===== src/rtl/video_pattern_gen.sv =====
// video_pattern_gen: self-timed raster generator with test patterns.
// Stage 1 registers region flags and pattern selects from the raster counters.
// Stage 2 registers colour and syncs. Shadow registers are loaded at frame start,
// so every pattern parameter changes only on a frame boundary.
module video_pattern_gen #(
    parameter int   H_ACTIVE = 1280,
    parameter int   H_FP     = 110,
    parameter int   H_SYNC   = 40,
    parameter int   H_BP     = 220,
    parameter int   V_ACTIVE = 720,
    parameter int   V_FP     = 5,
    parameter int   V_SYNC   = 5,
    parameter int   V_BP     = 20,
    parameter logic HS_POL   = 1'b1,
    parameter logic VS_POL   = 1'b1,
    parameter int   CW       = 8,
    parameter int   CNT_W    = 12,
    parameter int   BOX      = 64
) (
    input  logic          I_pix_clk,
    input  logic          I_rst_n,
    input  logic          I_cfg_we,
    input  logic [2:0]    I_cfg_adr,
    input  logic [7:0]    I_cfg_dat,
    output logic [7:0]    O_cfg_dat,
    output logic [CW-1:0] O_rgb_r,
    output logic [CW-1:0] O_rgb_g,
    output logic [CW-1:0] O_rgb_b,
    output logic          O_de,
    output logic          O_hs,
    output logic          O_vs,
    output logic [15:0]   O_frame_cnt
);

    localparam int H_TOTAL = H_ACTIVE + H_FP + H_SYNC + H_BP;
    localparam int V_TOTAL = V_ACTIVE + V_FP + V_SYNC + V_BP;
    localparam int BAR_W   = H_ACTIVE / 8;
    localparam int BW      = CNT_W + 9;

    localparam logic [CNT_W-1:0] C_H_LAST  = CNT_W'(H_TOTAL - 1);
    localparam logic [CNT_W-1:0] C_V_LAST  = CNT_W'(V_TOTAL - 1);
    localparam logic [CNT_W-1:0] C_H_ACT   = CNT_W'(H_ACTIVE);
    localparam logic [CNT_W-1:0] C_V_ACT   = CNT_W'(V_ACTIVE);
    localparam logic [CNT_W-1:0] C_HS_BEG  = CNT_W'(H_ACTIVE + H_FP);
    localparam logic [CNT_W-1:0] C_HS_END  = CNT_W'(H_ACTIVE + H_FP + H_SYNC);
    localparam logic [CNT_W-1:0] C_VS_BEG  = CNT_W'(V_ACTIVE + V_FP);
    localparam logic [CNT_W-1:0] C_VS_END  = CNT_W'(V_ACTIVE + V_FP + V_SYNC);
    localparam logic [CNT_W-1:0] C_BOX_Y0  = CNT_W'(V_ACTIVE / 2 - BOX / 2);
    localparam logic [CNT_W-1:0] C_BOX_Y1  = CNT_W'(V_ACTIVE / 2 - BOX / 2 + BOX);
    localparam logic [BW-1:0]    C_BOX_MAX = BW'(H_ACTIVE - BOX);
    localparam logic [CNT_W:0]   C_BOX     = (CNT_W + 1)'(BOX);

    // 8-bit register value to CW bits, MSB aligned (pad or truncate at the bottom)
    function automatic logic [CW-1:0] f_map(input logic [7:0] v);
        logic [CW+7:0] t;
        t = {v, {CW{1'b0}}};
        return t[CW+7 -: CW];
    endfunction

    logic [CNT_W-1:0] r_h_cnt, r_v_cnt;
    logic             w_h_last, w_v_last, w_fs;

    assign w_h_last = (r_h_cnt == C_H_LAST);
    assign w_v_last = (r_v_cnt == C_V_LAST);
    assign w_fs     = (r_h_cnt == '0) && (r_v_cnt == '0);

    // raster counters: h wraps every line, v advances on h wrap
    always_ff @(posedge I_pix_clk or negedge I_rst_n) begin
        if (!I_rst_n) begin
            r_h_cnt <= '0;
            r_v_cnt <= '0;
        end else if (w_h_last) begin
            r_h_cnt <= '0;
            r_v_cnt <= w_v_last ? '0 : r_v_cnt + CNT_W'(1);
        end else begin
            r_h_cnt <= r_h_cnt + CNT_W'(1);
        end
    end

    logic [2:0] r_mode, r_chk;
    logic [7:0] r_sol_r, r_sol_g, r_sol_b, r_step;
    logic       r_en;

    // live configuration registers; address 7 is reserved and ignored
    always_ff @(posedge I_pix_clk or negedge I_rst_n) begin
        if (!I_rst_n) begin
            r_mode  <= '0;
            r_sol_r <= '0;
            r_sol_g <= '0;
            r_sol_b <= '0;
            r_chk   <= '0;
            r_step  <= '0;
            r_en    <= 1'b0;
        end else if (I_cfg_we) begin
            case (I_cfg_adr)
                3'd0:    r_mode  <= I_cfg_dat[2:0];
                3'd1:    r_sol_r <= I_cfg_dat;
                3'd2:    r_sol_g <= I_cfg_dat;
                3'd3:    r_sol_b <= I_cfg_dat;
                3'd4:    r_chk   <= I_cfg_dat[2:0];
                3'd5:    r_step  <= I_cfg_dat;
                3'd6:    r_en    <= I_cfg_dat[0];
                default: ;
            endcase
        end
    end

    // readback of live registers; unused bits and address 7 read zero
    always_comb begin
        O_cfg_dat = '0;
        case (I_cfg_adr)
            3'd0:    O_cfg_dat = {5'b0, r_mode};
            3'd1:    O_cfg_dat = r_sol_r;
            3'd2:    O_cfg_dat = r_sol_g;
            3'd3:    O_cfg_dat = r_sol_b;
            3'd4:    O_cfg_dat = {5'b0, r_chk};
            3'd5:    O_cfg_dat = r_step;
            3'd6:    O_cfg_dat = {7'b0, r_en};
            default: ;
        endcase
    end

    logic [2:0] r_s_mode, r_s_chk;
    logic [7:0] r_s_r, r_s_g, r_s_b;
    logic       r_s_en;
    logic [15:0] r_frame_cnt;

    // frame start: snapshot live registers (pre-write value) and count the frame
    always_ff @(posedge I_pix_clk or negedge I_rst_n) begin
        if (!I_rst_n) begin
            r_s_mode    <= '0;
            r_s_chk     <= '0;
            r_s_r       <= '0;
            r_s_g       <= '0;
            r_s_b       <= '0;
            r_s_en      <= 1'b0;
            r_frame_cnt <= '0;
        end else if (w_fs) begin
            r_s_mode    <= r_mode;
            r_s_chk     <= r_chk;
            r_s_r       <= r_sol_r;
            r_s_g       <= r_sol_g;
            r_s_b       <= r_sol_b;
            r_s_en      <= r_en;
            r_frame_cnt <= r_frame_cnt + 16'd1;
        end
    end

    logic [CNT_W-1:0] r_box_x;
    logic             r_dir_left;
    logic [BW-1:0]    w_bx, w_step, w_sum, w_diff;

    // the step used at frame start is the value the shadow captures in that cycle
    assign w_bx   = BW'(r_box_x);
    assign w_step = BW'(r_step);
    assign w_sum  = w_bx + w_step;
    assign w_diff = w_bx - w_step;

    // box bounces between 0 and H_ACTIVE-BOX, one step per frame, in every mode
    always_ff @(posedge I_pix_clk or negedge I_rst_n) begin
        if (!I_rst_n) begin
            r_box_x    <= '0;
            r_dir_left <= 1'b0;
        end else if (w_fs) begin
            if (!r_dir_left) begin
                if (w_sum > C_BOX_MAX) begin
                    r_box_x    <= C_BOX_MAX[CNT_W-1:0];
                    r_dir_left <= 1'b1;
                end else begin
                    r_box_x <= w_sum[CNT_W-1:0];
                end
            end else if (w_step > w_bx) begin
                r_box_x    <= '0;
                r_dir_left <= 1'b0;
            end else begin
                r_box_x <= w_diff[CNT_W-1:0];
            end
        end
    end

    logic [2:0] w_bar;

    // bar index by comparison ladder; remainder pixels fall into the last bar
    always_comb begin
        w_bar = '0;
        for (int k = 1; k < 8; k++)
            if (r_h_cnt >= CNT_W'(k * BAR_W)) w_bar = 3'(k);
    end

    logic             r1_act, r1_hs, r1_vs, r1_box_row;
    logic [2:0]       r1_bar;
    logic [CNT_W-1:0] r1_x, r1_y;

    // stage 1: region flags, sync windows and shadow-independent selects
    always_ff @(posedge I_pix_clk or negedge I_rst_n) begin
        if (!I_rst_n) begin
            r1_act     <= 1'b0;
            r1_hs      <= 1'b0;
            r1_vs      <= 1'b0;
            r1_box_row <= 1'b0;
            r1_bar     <= '0;
            r1_x       <= '0;
            r1_y       <= '0;
        end else begin
            r1_act     <= (r_h_cnt < C_H_ACT) && (r_v_cnt < C_V_ACT);
            r1_hs      <= (r_h_cnt >= C_HS_BEG) && (r_h_cnt < C_HS_END);
            r1_vs      <= (r_v_cnt >= C_VS_BEG) && (r_v_cnt < C_VS_END);
            r1_box_row <= (r_v_cnt >= C_BOX_Y0) && (r_v_cnt < C_BOX_Y1);
            r1_bar     <= w_bar;
            r1_x       <= r_h_cnt;
            r1_y       <= r_v_cnt;
        end
    end

    logic [CNT_W-1:0]    w_cx, w_cy;
    logic [CNT_W+CW-1:0] w_gx;
    logic                w_chk_on, w_in_box;
    logic [CW-1:0]       w_sr, w_sg, w_sb, w_r, w_g, w_b;

    assign w_cx     = r1_x >> r_s_chk;
    assign w_cy     = r1_y >> r_s_chk;
    assign w_chk_on = w_cx[0] ^ w_cy[0];
    assign w_gx     = (CNT_W + CW)'(r1_x);
    assign w_in_box = r1_box_row && (r1_x >= r_box_x) &&
                      ({1'b0, r1_x} < ({1'b0, r_box_x} + C_BOX));
    assign w_sr     = f_map(r_s_r);
    assign w_sg     = f_map(r_s_g);
    assign w_sb     = f_map(r_s_b);

    // colour select from shadow mode, then blanking and enable gating
    always_comb begin
        w_r = '0;
        w_g = '0;
        w_b = '0;
        case (r_s_mode)
            3'd0: begin
                w_r = w_sr; w_g = w_sg; w_b = w_sb;
            end
            3'd1: begin
                w_r = {CW{~r1_bar[1]}};
                w_g = {CW{~r1_bar[2]}};
                w_b = {CW{~r1_bar[0]}};
            end
            3'd2: begin
                w_r = {CW{w_chk_on}}; w_g = {CW{w_chk_on}}; w_b = {CW{w_chk_on}};
            end
            3'd3: begin
                w_r = w_gx[CW-1:0]; w_g = w_gx[CW-1:0]; w_b = w_gx[CW-1:0];
            end
            3'd4: begin
                if (w_in_box) begin
                    w_r = '1; w_g = '1; w_b = '1;
                end else begin
                    w_r = w_sr; w_g = w_sg; w_b = w_sb;
                end
            end
            default: ;
        endcase
        if (!r1_act || !r_s_en) begin
            w_r = '0; w_g = '0; w_b = '0;
        end
    end

    logic [CW-1:0] r2_r, r2_g, r2_b;
    logic          r2_de, r2_hs, r2_vs;

    // stage 2: registered colour and syncs, mutually aligned
    always_ff @(posedge I_pix_clk or negedge I_rst_n) begin
        if (!I_rst_n) begin
            r2_r  <= '0;
            r2_g  <= '0;
            r2_b  <= '0;
            r2_de <= 1'b0;
            r2_hs <= ~HS_POL;
            r2_vs <= ~VS_POL;
        end else begin
            r2_r  <= w_r;
            r2_g  <= w_g;
            r2_b  <= w_b;
            r2_de <= r1_act;
            r2_hs <= r1_hs ? HS_POL : ~HS_POL;
            r2_vs <= r1_vs ? VS_POL : ~VS_POL;
        end
    end

    assign O_rgb_r     = r2_r;
    assign O_rgb_g     = r2_g;
    assign O_rgb_b     = r2_b;
    assign O_de        = r2_de;
    assign O_hs        = r2_hs;
    assign O_vs        = r2_vs;
    assign O_frame_cnt = r_frame_cnt;

endmodule


===== config.mk =====
export PLATFORM = sky130hd
export DESIGN_NAME = video_pattern_gen
export DESIGN_NICKNAME = d
export VERILOG_FILES = /design/src/rtl/video_pattern_gen.sv
export SDC_FILE = /design/constraint.sdc
export NUM_CORES = 1
export LEC_CHECK = 0
export BUFFER_PORTS_ARGS = -buffer_cell sky130_fd_sc_hd__buf_4
export CAP_MARGIN = 20
export CORE_AREA = 2 2 128 130
export DETAILED_ROUTE_END_ITERATION = 6
export DIE_AREA = 0 0 130 132
export GPL_TIMING_DRIVEN = 0
export MAX_ROUTING_LAYER = met4
export PLACE_DENSITY = 0.86
export SYNTH_ARGS = -nofsm -noshare
export SYNTH_HDL_FRONTEND = slang
export SYNTH_SLANG_ARGS = --single-unit

===== constraint.sdc =====
create_clock -name I_pix_clk -period 4 [get_ports I_pix_clk]
set_clock_uncertainty 0.15 [all_clocks]
set_input_delay 0.4 -clock I_pix_clk [delete_from_list [all_inputs] [get_ports I_pix_clk]]
set_output_delay 0.4 -clock I_pix_clk [all_outputs]
set_load 0.005 [all_outputs]

## Word level (Yosys, flattened, before mapping)

Index checks and enable logic that the tools add are counted.

- Reductions and logical operators: 21
- Muxes and demuxes: 27
- Bitwise gates (word level): 4
- Equal/unequal tests: 12
- Add/subtract/negate cells: 6
- $lt $le $gt $ge: 19
- Shift operators: 2

Operator list:

| operator | number |
|---|---|
| case mux 8 bit (5 select lines) | 3 |
| two-way mux 12 bit | 5 |
| case mux 8 bit (7 select lines) | 1 |
| >= comparator 12 x 10 -> 1 bit, second input constant | 4 |
| two-way mux 8 bit | 6 |
| >= comparator 12 x 9 -> 1 bit, second input constant | 3 |
| adder 12 x 1 -> 12 bit, second input constant | 2 |
| >= comparator 12 x 11 -> 1 bit, second input constant | 2 |
| zero test 12 bit | 2 |
| < comparator 12 x 10 -> 1 bit, second input constant | 2 |
| < comparator 12 x 11 -> 1 bit, second input constant | 2 |
| right shift 12 x 3 -> 1 bit | 2 |
| two-way mux 3 bit | 6 |
| adder 16 x 1 -> 16 bit, second input constant | 1 |
| AND reduction 2 bit | 7 |
| adder 12 x 7 -> 13 bit, second input constant | 1 |
| adder 12 x 8 -> 13 bit | 1 |
| greater-than comparator 13 x 11 -> 1 bit, second input constant | 1 |
| < comparator 12 x 13 -> 1 bit | 1 |
| == test 12 x 10 -> 1 bit, second input constant | 1 |
| == test 12 x 11 -> 1 bit, second input constant | 1 |
| == test 3 x 2 -> 1 bit, second input constant | 4 |
| == test 3 bit, second input constant | 4 |
| >= comparator 12 bit | 1 |
| other kinds (12) | 28 |

- Bits in registers: 181
- Logic and storage cells: 122
- Output and inout bits: 51

## Depth between registers and ports, before layout

Gate-level depths: netlist (run 1).

- Word-level depth: 8
- Mapped depth: 12
- Depth with buffers taken out: 12

## Least setup slack after synthesis (run 1)

Ideal clock, no wire load.

- Kind: flip-flop to flip-flop
- Start point: reg r_step[0]
- End point: reg r_box_x[9]
- Stages on the path, launching flop included: 12
- Slack: 0.914 ns
- Path buffers: 0
- Arrival: 2.805 ns
- Cell sequence: dfrtp_1 ha_1 inv_1 fa_1 o21bai_1 a21o_1 a211o_2 o21ai_0 mux2_4 o311ai_4 nor4_1 or3_1

- Word-level cells in the longest chain between the ends: 4

RTL lines:

| what | line | text |
|---|---|---|
| start, declared | 81 | `logic [7:0] r_sol_r, r_sol_g, r_sol_b, r_step;` |
| start signal, assigned | 101 | `3'd5: r_step <= I_cfg_dat;` |
| adder 12 x 8 -> 13 bit | 156 | `assign w_sum = w_bx + w_step;` |
| greater-than comparator 13 x 11 -> 1 bit | 166 | `if (w_sum > C_BOX_MAX) begin` |
| two-way mux 12 bit | 166 |  |
| two-way mux 12 bit (*) | 165 | `if (!r_dir_left) begin` |
| end signal, assigned | 167 | `r_box_x <= C_BOX_MAX[CNT_W-1:0];` |
| end signal, assigned | 170 | `r_box_x <= w_sum[CNT_W-1:0];` |
| end signal, assigned | 176 | `r_box_x <= w_diff[CNT_W-1:0];` |
| end, declared | 149 | `logic [CNT_W-1:0] r_box_x;` |

Every way passes the cells marked *; elsewhere a longest branch is shown, timed or not.
A chain may end at the register's enable or synchronous reset.

## Worst setup path after layout (run 1)

- Start point: reg r_step[0]
- End point: reg r_dir_left

- Word-level cells in the longest chain between the ends: 4

RTL lines:

| what | line | text |
|---|---|---|
| adder 12 x 8 -> 13 bit | 156 |  |
| greater-than comparator 13 x 11 -> 1 bit | 166 |  |
| two-way mux 1 bit | 166 |  |
| two-way mux 1 bit (*) | 165 |  |
| end signal, assigned | 163 | `r_dir_left <= 1'b0;` |
| end signal, assigned | 168 | `r_dir_left <= 1'b1;` |
| end signal, assigned | 174 | `r_dir_left <= 1'b0;` |
| end, declared | 150 | `logic r_dir_left;` |

Marked as above.

==> metrics.txt, run 1 <==
Hold Buf Count CTS 1; H-tree depth 4; layout cell share with drive strength beyond 1 0.163; static leakage 0.00503 µW; antenna violations before repair 0; largest area contributor in the netlist dfrtp_1; reg-to-reg startpoint r_step[0]$_DFFE_PN0P_; setup TNS 0 ns; pre-CTS setup slack around 0.36 ns; crit path capture type register; DRT Pass-1 Iters 5; maximum VDD drop 357 µV; post-synthesis adder-cell area fraction 0.0632; XOR/XNOR Fraction of Synth Area 0.0442; CTS clk-pin slew, worst paths ~0.070 ns; hold_sp I_cfg_dat[3]; Clock Latency Late Sink 0.43 ns; Root Driver clkbuf_16; YS warnings 0; die width ~130 µm; #FFs+latches synth around 180; row cnt 46; Slew HR 0.446; CORE AREA between 0.015 and 0.02 mm²; Cells after Synth between 900 and 1,000; actual slew at the worst max-slew pin around 0.83 ns; worst-path fanout max 6; largest family of logic cells by synthesized area simple AND/OR/NAND/NOR gates; PnR worst setup slack 0.284 ns; ranking of synthesized cells by area dfrtp_1 (48%), ha_1 (5.8%), nand2_1 (5.4%); Max-Cap Viols 0; Final ANT Viol Nets 0; via count about 7,400; DRC 0; final slew viol count 0; largest net degree at the start of global routing 98; achievable frequency around 0.27 GHz; Post-Synthesis Cell Area 0.00930 mm²; WP data arrival about 3.9 ns; crit path time final between 3 and 4 ns; Top FF cell, synth dfrtp_1; Synth Area in Simple Gates 0.165; Syn Nets 994; filler cell count roughly 1,100; synth cell count leaders dfrtp_1 (177), nand2_1 (133), a21oi_1 (78), nor2_1 (60), inv_1 (51); HP Class primary input to register; global-route usage over all layers 0.281; Final Hold Fails 0; vias in the first global route approximately 7,500; post-synth top area share 0.476; Final setup viols 0; syn avg cell area around 10 µm²; final cell count without fillers ~1,200; EDFF count, synth 0; Initial Utilization 0.592; RSZ-0062 raised after global routing no; # port buffers 62; reg2reg end r_dir_left$_DFFE_PN0P_; PostCTS Resize Cnt 0; flop-to-flop setup slack approximately 0.28 ns; CTS buffer count 17; Routed Wire Length around 23,000 µm; Die Height between 100 and 150 µm; I/O pin count 65; GR Overflow Total 0; Compound-Gate Fraction of Synth Area 0.133; clk buf depth 2; period utilisation layout 0.929; FF-to-FF path depth 11; Inst Count DP about 1,200; Netlist cell types slightly below 80; end point of the critical path r_dir_left$_DFFE_PN0P_; drt wl/cell 18.1 µm; most frequent cell after synthesis dfrtp_1; Synth async-reset ratio 1.00; multiplexer area fraction after synthesis 0.0746; via/cell ratio 5.96; post-CTS setup buffers 0; startpoint types register; global-route wire length before repair about 37,000 µm; WS Path Type register to register; # nets final between 1,000 and 1,500; status complete, no violations; Area Growth Syn to Fin 14.9%; diode count 0; initial DRC count a little over 500; CP Launch Point r_step[0]$_DFFE_PN0P_; Worst EP required about 4.2 ns; gpl congestion between 0.9 and 1; sequential cell area fraction in the yosys report 0.476; pwr dens between 300 and 400 mW/mm²; TritonCTS clock tree yes; Num Clock Sinks roughly 180; placed wire-length estimate between 15,000 and 20,000 µm; die area around 0.017 mm²
-- how the worst min path moves through the flow --
stage | slack (ns) | to | cells past startpoint
floorplan | -0.05 | O_de$_DFF_PN0_ | 0
global placement | 0.18 | O_vs$_DFF_PN0_ | 0
detailed placement | 0.19 | O_vs$_DFF_PN0_ | 0
CTS | 0.07 | r_sol_r[3]$_DFFE_PN0P_ | 2
global route | 0.07 | r_sol_g[3]$_DFFE_PN0P_ | 2
finish | 0.07 | r_sol_r[3]$_DFFE_PN0P_ | 2
-- layout by cell type, fill, tap and decap left out, drive strengths merged, types with 7 or more instances in the layout --
| cell type | synthesis | layout |
|---|---|---|
| a21o | 7 | 7 |
| a21oi | 78 | 78 |
| and2 | 11 | 11 |
| and3 | 9 | 9 |
| buf | 10 | 73 |
| clkbuf | 33 | 52 |
| dfrtp | 177 | 177 |
| ha | 43 | 43 |
| inv | 51 | 55 |
| mux2 | 42 | 42 |
| mux2i | 15 | 15 |
| nand2 | 133 | 133 |
| nand2b | 11 | 11 |
| nand3 | 22 | 22 |
| nand4 | 13 | 13 |
| nor2 | 60 | 60 |
| nor2b | 10 | 10 |
| nor3 | 16 | 16 |
| nor4 | 8 | 8 |
| o21a | 8 | 8 |
| o21ai | 35 | 35 |
| o22ai | 12 | 12 |
| or3 | 7 | 7 |
| xnor2 | 34 | 34 |
| xor2 | 13 | 13 |
-- area by class of cell --
type	count	area, µm²	area share
multi-input cells	664	4470	0.419
clock inverters	13	154	0.0144
plain buffers	43	214	0.0200
repair buffers	64	510	0.0478
clock buffers	19	443	0.0414
flip-flops and latches	177	4430	0.414
well taps	216	270	0.0253
inverters	51	191	0.0179
-- sequential cells by signal (all words and copies together), names as in the netlist, 8 cells and up --
signal	count
O_frame_cnt	16
r1_x	12
r_s_g	8
r_s_r	8
r_sol_g	8
r_h_cnt	12
r_sol_r	8
O_rgb_b	8
r_v_cnt	12
O_rgb_g	8
r_box_x	12
r1_y	8
r_s_b	8
r_step	8
O_rgb_r	8
r_sol_b	8
-- layer usage --
metal  global-route usage  share of wire  vias to the layer above
met4                0.116          0.033                        0
met2                0.452           0.49                      319
met1                0.344           0.40                     3638
met5                    -              0                        -
li1                     -              -                     3419
met3               0.0617          0.070                       62
-- cell families after synthesis --
group	Yosys count
adder cells (fa/ha/maj)	46
buffers and inverters	94
AO/OA/AOI/OAI	190
multiplexers	60
flip-flops	177
AND/OR/NAND/NOR	321
XOR/XNOR	47
-- critical path, cell delays in order, from the launching register on --
cell and delay, ns:
dfrtp_1 0.43, ha_1 0.23, inv_1 0.07, fa_1 0.44, o21bai_1 0.24, a21o_1 0.28
a211o_2 0.18, o21ai_0 0.20, mux2_4 0.38, o31ai_1 0.59, o21ai_1 0.24, a31oi_1 0.22
-- report_power, final --
part / leakage (µW) / total (µW) / internal [µW] / switching (µW)
sequential: 0.00235 / 1990 / 1880 / 102
combinational: 0.00240 / 453 / 215 / 239
clock: 0.000284 / 1680 / 950 / 731
-- through the flow --
step / util / hold slack, ns / instance area, µm² / power (µW)
2_1_floorplan: - / -0.0456 / 9300 / 2280
3_3_place_gp: 0.639 / 0.183 / 10000 / 2430
3_5_place_dp: 0.642 / 0.187 / 10100 / 2460
4_1_cts: 0.680 / 0.0682 / 10700 / 4130
5_1_grt: 0.680 / 0.0712 / 10700 / 4260
6_report: 0.680 / 0.0731 / 10700 / 4120
Power figures use the tool's default switching activity.
==> run 2: changes to the inputs <==
--- a/config.mk
+++ b/config.mk
@@ -10,9 +10,9 @@
 export CORE_AREA = 2 2 128 130
 export DETAILED_ROUTE_END_ITERATION = 6
 export DIE_AREA = 0 0 130 132
-export GPL_TIMING_DRIVEN = 0
 export MAX_ROUTING_LAYER = met4
 export PLACE_DENSITY = 0.86
+export SETUP_SLACK_MARGIN = 0.3
 export SYNTH_ARGS = -nofsm -noshare
 export SYNTH_HDL_FRONTEND = slang
 export SYNTH_SLANG_ARGS = --single-unit
==> run 2 against run 1 <==
Setup slack gained 0.24 ns. Core utilization decreased by 0.57 points. Final area down 0.83%. Routed wire length grew 0.82%. Clock power increased by 6%. Critical path type unchanged. Largest cell class unchanged. Largest power group unchanged. Highest routed layer unchanged.
==> metrics.txt, run 2 (same netlist as run 1, synthesis figures left out) <==
PostCTS Resize Cnt 0 (unchanged); CTS clk-pin slew, worst paths 0.07 ns (about the same); Switching Fraction 0.252 (-0.00765); Initial Utilization 0.592 (unchanged); initial DRC count 654 (+26%); Slew HR 0.388 (-0.0584); row cnt 46 (unchanged); WP data arrival 3.66 ns (-0.26 ns); HP Class primary input to register; die area 0.0172 mm² (unchanged); layout cell share with drive strength beyond 1 0.175 (+0.0119); Clock Latency Late Sink 0.44 ns (about the same); RSZ-0062 raised after global routing no; startpoint types register; final slew viol count 0 (unchanged); commonest non-fill, non-tap cells in the layout dfrtp_1 (177), nand2_1 (133), a21oi_1 (78), buf_4 (75), nor2_1 (59); most common cell after layout, fill and taps aside dfrtp_1; Final Hold Fails 0 (unchanged); global-route usage over all layers 0.283 (+0.00140); Post-Layout Inst Area 0.0106 mm² (-0.83%); TritonCTS clock tree yes; reg-to-reg startpoint r_box_x[8]$_DFFE_PN0P_; placed instance area 0.00995 mm² (-1.3%); Final setup viols 0 (unchanged); via count 7,408 (-0.40%); hold_sp I_cfg_dat[7]; die width 130 µm (unchanged); period utilisation layout 0.870 (-0.0594); crit path time final 3.48 ns (-0.238 ns); global-route wire length before repair 36,900 µm (+0.45%); diode count 0 (unchanged); # nets final 1,048 (-2.7%); via/cell ratio 6.09 (+2.1%); Logic pwr share 0.108 (-0.002); maximum VDD drop 322 µV (-9.7%); crit path capture type register; achievable frequency 0.288 GHz (+6.8%); GR Overflow Total 0 (unchanged); setup TNS 0 ns (unchanged); CTS buffer count 17 (unchanged); static leakage 0.00504 µW (about the same); drt wl/cell 18.7 µm (+3.3%); total power 4210 µW (+2.2%); actual slew at the worst max-slew pin 0.915 ns (+0.0886 ns); Area Growth Syn to Fin 13.9%; Routed Wire Length 22,800 µm (+0.82%); # port buffers 64 (+3.2%); DRT Pass-1 Iters 5 (unchanged); P_int 3150 µW (+3.2%); worst-path fanout max 11 (+5); Final ANT Viol Nets 0 (unchanged); Clk network pwr share 0.422 (+0.014); antenna violations before repair 0 (unchanged); clk buf depth 2 (unchanged); I/O pin count 65 (unchanged); Root Driver clkbuf_16; gpl congestion 0.948 (-1.6%); CORE AREA 0.0157 mm² (unchanged); CP Launch Point r_box_x[8]$_DFFE_PN0P_; sequential share of power 0.470 (-0.012); Num Clock Sinks 177 (unchanged); status complete, no violations; placed wire-length estimate 15,800 µm (-2.4%); WS Path Type register to register; Sw Pwr 1060 µW (-0.83%); Worst EP required 4.18 ns (-0.02 ns); H-tree depth 4 (unchanged); max reg flops 16 (unchanged); largest net degree at the start of global routing 79 (-19%); Max-Cap Viols 0 (unchanged); DRC 0 (unchanged); vias in the first global route 7,206 (-4.4%); pwr dens 397 mW/mm² (+3.0%); Die Height 132 µm (unchanged)
==> run 2: metrics by stage <==
stage          hold slack (ns)  worst slack, ns  instances  utilization
2_1_floorplan          -0.0456            0.914        935            -
3_3_place_gp             0.185            0.615       1183        0.633
3_5_place_dp             0.189            0.502       1183        0.633
4_1_cts                 0.0752            0.470       1215        0.674
5_1_grt                 0.0866            0.306       1217        0.674
6_report                0.0871            0.522       1217        0.674
==> run 2: timing repair <==
action / in CTS / in global routing
endpoints found under the hold margin: 74 / 0
setup buffers: 0 / 2
setup endpoints to repair: 0 / 1
hold buffers: 1 / 0
==> run 2: final timing paths <==
path                                                    end  slack (ns)  cells after the start
worst max register to register         O_rgb_b[6]$_DFF_PN0_        0.52                     12
worst min register to register               O_hs$_DFF_PN0_        0.21                      0
max in group asynchronous            r_sol_r[3]$_DFFE_PN0P_        2.46                      3
worst min-delay path                 r_sol_b[7]$_DFFE_PN0P_        0.09                      2
worst max-delay path                   O_rgb_b[6]$_DFF_PN0_        0.52                     12
min in group asynchronous       O_frame_cnt[14]$_DFFE_PN0P_        0.41                      2
==> run 2: power by group through the flow <==
stage	Combinational (µW)	Sequential, µW	Clock (µW)
after global routing	495	1990	1870
after floorplan	310	1970	0
final	456	1980	1780
after global placement	427	2000	0
after CTS	452	1970	1790
after detailed placement	440	2010	0
==> run 2: area by class of cell <==
type / instances / area, µm²
Tap cell: 216 / 270
Inverter: 51 / 191
Clock buffer: 17 / 425
Multi-Input combinational cell: 664 / 4480
Sequential cell: 177 / 4430
Clock inverter: 14 / 200
Timing Repair Buffer: 78 / 604
Fill cell: 1132 / 5110
==> run 2: worst max-delay path, stage by stage, from the launching register on <==
cell and delay [ns]:
dfrtp_1 0.57, nand2_1 0.20, nor2_1 0.12, buf_4 0.14
nand3_1 0.09, xnor2_1 0.19, ha_1 0.27, a21oi_1 0.21
o21a_1 0.17, a31oi_1 0.04, a211oi_1 0.59, nor2_1 0.36
a21oi_1 0.26
==> run 2: per-layer routing <==
metal / vias up / global-route usage / part of all wire / wire length (µm)
li1: 3363 / - / - / -
met1: 3614 / 0.365 / 0.41 / 9340
met2: 363 / 0.430 / 0.48 / 10900
met3: 68 / 0.0621 / 0.078 / 1780
met4: 0 / 0.125 / 0.033 / 749
met5: - / - / 0 / 0
